==> src/rtl/imm_gen_stage.sv <==
// Decode-stage immediate and branch-target generator feeding a 2-entry elastic buffer.
// Operands are computed at accept time; the head entry is always presented on out_*.
module imm_gen_stage #(
   parameter int XLEN     = 32,
   parameter int IMM_W    = 16,
   parameter int OFF_W    = 27,
   parameter int BR_SHIFT = 0
) (
   input  logic            clk,
   input  logic            rst_n,
   input  logic            in_valid,
   output logic            in_ready,
   input  logic [XLEN-1:0] in_pc,
   input  logic [31:0]     in_instr,
   input  logic            flush,
   output logic            out_valid,
   input  logic            out_ready,
   output logic [XLEN-1:0] out_pc,
   output logic [XLEN-1:0] out_immx,
   output logic [XLEN-1:0] out_branch_target,
   output logic            out_misalign
);

   typedef struct packed {
      logic [XLEN-1:0] pc;
      logic [XLEN-1:0] immx;
      logic [XLEN-1:0] target;
      logic            misalign;
   } entry_t;

   logic [1:0]       count;
   entry_t           head_q;
   entry_t           tail_q;
   entry_t           new_e;
   logic             push;
   logic             pop;
   logic [IMM_W-1:0] imm_field;
   logic [1:0]       imm_mode;
   logic [XLEN-1:0]  immx;
   logic [XLEN-1:0]  off_sext;
   logic [XLEN-1:0]  target;
   logic             unused_instr;

   // Upper instruction bits may lie outside both fields for some parameter sets.
   assign unused_instr = ^in_instr;

   assign imm_field = in_instr[IMM_W-1:0];
   assign imm_mode  = in_instr[IMM_W+1:IMM_W];
   assign off_sext  = XLEN'(signed'(in_instr[OFF_W-1:0]));
   assign target    = in_pc + (off_sext << BR_SHIFT);

   always_comb begin
      immx = XLEN'(signed'(imm_field));
      case (imm_mode)
         2'b01:   immx = XLEN'(imm_field);
         2'b10:   immx = XLEN'(imm_field) << IMM_W;
         default: immx = XLEN'(signed'(imm_field));
      endcase
   end

   always_comb begin
      new_e          = '0;
      new_e.pc       = in_pc;
      new_e.immx     = immx;
      new_e.target   = target;
      new_e.misalign = |target[1:0];
   end

   // Handshake flags come only from the registered occupancy.
   assign in_ready  = (count != 2'd2);
   assign out_valid = (count != 2'd0);
   assign push      = in_valid & in_ready & ~flush;
   assign pop       = out_valid & out_ready & ~flush;

   always_ff @(posedge clk or negedge rst_n) begin
      if (!rst_n) begin
         count  <= 2'd0;
         head_q <= '0;
         tail_q <= '0;
      end else if (flush) begin
         count <= 2'd0;
      end else begin
         case ({push, pop})
            2'b10: begin
               if (count == 2'd0) head_q <= new_e;
               else               tail_q <= new_e;
               count <= count + 2'd1;
            end
            2'b01: begin
               // With a single entry the head is left alone so idle outputs hold.
               if (count == 2'd2) head_q <= tail_q;
               count <= count - 2'd1;
            end
            2'b11: head_q <= new_e;
            default: ;
         endcase
      end
   end

   assign out_pc            = head_q.pc;
   assign out_immx          = head_q.immx;
   assign out_branch_target = head_q.target;
   assign out_misalign      = head_q.misalign;

endmodule
==> config.mk <==
export PLATFORM = sky130hd
export DESIGN_NAME = imm_gen_stage
export DESIGN_NICKNAME = d
export VERILOG_FILES = /design/src/rtl/imm_gen_stage.sv
export SDC_FILE = /design/constraint.sdc
export NUM_CORES = 1
export LEC_CHECK = 0
export ABC_AREA = 1
export CAP_MARGIN = 20
export CORE_ASPECT_RATIO = 0.6
export CORE_MARGIN = 2
export CORE_UTILIZATION = 55
export CTS_BUF_LIST = sky130_fd_sc_hd__clkbuf_4
export DETAILED_ROUTE_END_ITERATION = 12
export PLACE_DENSITY = 0.85
export SKIP_LAST_GASP = 1
export SLEW_MARGIN = 20
export SYNTH_ARGS = -nofsm -noshare
export SYNTH_HDL_FRONTEND = slang
export SYNTH_SLANG_ARGS = --single-unit
==> constraint.sdc <==
create_clock -name clk -period 3.6 [get_ports clk]
set_input_delay 0.36 -clock clk [delete_from_list [all_inputs] [get_ports clk]]
set_output_delay 0.36 -clock clk [all_outputs]
set_load 0.005 [all_outputs]
==> results list <==
- The die covers 20,600 µm².
- The cell area that synthesis handed to floorplanning was 10,700 µm².
- Summing all multi-input logic gate instances after layout gives 4970 µm².
* Number of max-slew violations in the final report: 0
- After detailed placement, the total cell area comes to 12,500 µm².
- At the end of routability-driven placement, the weighted congestion stood at 0.941.
- Across the VDD grid, the largest voltage drop is 0.000648 V.
- The largest single stage delay on the critical path is 710 ps.
- Of the available clock period, the critical path in the final layout requires 64.5%.
- Including well taps, the total number of placed cells is 1,854.
- Fin nets: 1,731
* RSZ-0062 raised after global routing: no
- Iteration-0 DRC count of the detailed router: 1,129
- For the worst setup path, the data required time is 4100 ps.
- The top cell types in the final layout, fill and taps aside, are 546 x nand2_1, 196 x dfrtp_1, 177 x nor2_1, 161 x clkdlybuf4s50_1, 132 x inv_1.
* IO Pins: 168
* Most common cell on crit path: nand2_1
* Hold Violations, Final: 0
- The slowest stage of the critical path is the buf_4 cell.
- WS Path Type: reg -> reg
- In this run, CTS created clock tree buffers numbering 17.
- Post-synth top flop: dfrtp_1
* Crit path arrival time: 2820 ps
- The flow ran to the end, and the final reports show no timing, DRC or antenna violations.
* Most common library cell in the layout ignoring fill and taps: nand2_1
- Die Y: 112 µm
- Of all nets on the critical path, the largest fanout is 85.
- Routed length per instance: 16.2 µm
- The tightest min-delay check is of the in -> async type.
* Minimum clock period: 2320 ps
* Synthesized net count: 1,596
- Clock slew at the register clock pins of the worst setup and hold paths: 150 ps
* Total of hold buffers inserted after clock tree synthesis: 1
- Pin count of the biggest net entering global routing: 119
- For this design the static power due to leakage is 6.58 nW.
* Design Power: 8.87 mW
- H-tree depth reported by CTS: 4
- For this run, the detailed router's first-pass iteration total came to 6.
- In this run, distinct cell masters in the synthesized netlist total 33.
* Average footprint of a synthesized cell: 7.17 µm²
- Once detailed placement completed, the half-perimeter wirelength came to 22,400 µm.
- The total overflow left after global routing is 0.
- Input and output buffers added on the ports amount to 162.
* Antenna Nets Post-Route: 0
* Clock tree from TritonCTS: built
- Initial antenna violation count: 0
* R2R Path Start: count[0]
- Share of flip-flops with an asynchronous set or reset: 100%
* Post-CTS setup buffer count: 0
* Maximum count of clock buffers along a single path: 2
- Final-report setup violation count: 0
- Startpoint of the worst setup timing path: count[0]
- Layout overhead on the synthesized area: 19.1%
- The worst pin sits at a relative slew slack of 37.2%.
* Type of destination of the critical path: flip-flop
* Sum of negative setup slack: 0 ps
- The finished cells cover 12,700 µm².
- Clock latency on the worst-skew pair: 620 ps
- In the global route stage, overall resource usage came out at 30.6%.
- For this run, the number of Yosys warnings is 0.
- Yosys mapped a number of flops with a built-in enable equal to 0.
- The clock net in this run drives a total of 196 sinks.
- Wire length of the first global-routing pass: 48,800 µm
* Crit path launch type: flip-flop
- Number of synthesized register bits: 196
* Final cell count without fillers: 1,886
- Sum of routed wire length over all layers: 30,500 µm
- Max Clk Rate: 0.431 GHz
- Initial core utilization: 56.2%
- The number of global-route vias before repair is 9,296.
* Die X: 184 µm
- Chain of cells forming the critical path: nor2_2 -> nor2_1 -> nand2_1 -> nand2_1 -> o21ai_4 -> buf_4 -> nor2_1 -> nand2_1 -> nand2_1
- Of the synthesized area, sequential elements account for 45.8%.
* Synthesized instance count: 1,493
- At the pin with the least slew margin, the transition time is 942 ps.
- The routed layout has 10,300 vias.
- Root buffer cell: clkbuf_4
- Cell area power density: 696 nW/µm²
* Number of rows created at floorplan: 39
- Sequential Area: 4900 µm²
- Between clock sinks in the finished design, the worst skew comes to 22.9 ps.
- The post-route netlist has 3.60% of its cells at a drive strength greater than 1.
- Filler cell count: 1,634
- Area of the placeable core: 19,000 µm²
* Maximum capacitance violations: 0
- In the routed design, unresolved DRC markers number 0.
- After detailed routing, the number of vias per cell comes to 5.44.
- Post-CTS resize count: 0
- The number of antenna diodes in the final layout is 0.
area by class of cell:
class                      instances  share of cell area (%)
clock buffer                      19                    1.12
clock inverter                    12                   0.511
inverter                         139                    4.10
multi-input combinational       1094                    39.0
sequential                       196                    38.5
tap                              246                    2.42
timing repair buffer             180                    14.3
registers in the layout, indices dropped and copies added, names as in the netlist:
name,cells
tail_q,97
out_branch_target,32
out_immx,32
out_pc,32
count,2
out_misalign,1
per-stage QoR:
step | setup WS [ps] | utilization (%) | hold WS [ps]
floorplan | 1680 | - | 64.4
global placement | 882 | 65.8 | 341
detailed placement | 883 | 65.8 | 345
CTS | 1270 | 66.9 | 227
global route | 1050 | 66.9 | 244
finish | 1280 | 66.9 | 248
Yosys cell counts (2+ instances only):
master | instances | area (µm²)
o21ai_1 | 53 | 265
a21oi_1 | 82 | 410
ha_1 | 33 | 413
inv_2 | 7 | 26.3
inv_1 | 132 | 495
nor3_1 | 5 | 25.0
nand2_1 | 546 | 2050
o211ai_2 | 2 | 25.0
o21ai_0 | 109 | 546
nand3_1 | 48 | 240
o21bai_1 | 2 | 15.0
buf_2 | 32 | 160
buf_4 | 5 | 37.5
buf_6 | 2 | 22.5
nor2_2 | 2 | 12.5
o21a_1 | 2 | 15.0
clkbuf_1 | 23 | 86.3
nor2_1 | 178 | 668
xnor2_1 | 15 | 131
xor2_1 | 2 | 17.5
a31oi_1 | 4 | 25.0
a21o_1 | 3 | 22.5
dfrtp_1 | 196 | 4900
power breakdown:
| part | switching, mW | internal [mW] |
|---|---|---|
| clock | 0.739 | 0.270 |
| sequential | 0.603 | 3.24 |
| combinational | 2.11 | 1.91 |
| total | 3.45 | 5.42 |
path summary, 6_finish.rpt:
path                                    endpoint  slack (ps)  cells past startpoint
hold reg to reg                       tail_q[95]         490                      2
hold / removal                        out_pc[24]         250                      2
max in group asynchronous  out_branch_target[18]        2390                      3
min in group clk                      tail_q[65]         340                      3
setup / recovery           out_branch_target[17]        1280                      9
setup reg to reg           out_branch_target[17]        1280                      9
routing by layer:
layer	vias up	part of all wire [%]	track usage, %
li1	4950	-	-
met1	4787	49	49.8
met2	500	40	41.6
met3	29	10	6.62
met4	0	1.2	5.97
met5	-	0	0
critical path: cells and delay by family (launching register included):
family	cells	cell delay (ps)
AO/OA/AOI/OAI	1	80
buffers and inverters	1	710
flip-flops	1	460
AND/OR/NAND/NOR	7	950
logic make-up (layout without fill, tap and decap cells):
logic type | after synthesis | in the layout | share of synthesized area (%)
xor+xnor | 17 | 17 | 1.39
simple gates | 784 | 784 | 28.4
flops | 196 | 196 | 45.8
compound gates | 259 | 259 | 12.5
fa+ha+maj | 34 | 34 | 4.05
buf+inv | 203 | 350 | 7.82
No activity file was read; power rests on OpenSTA's default activity.
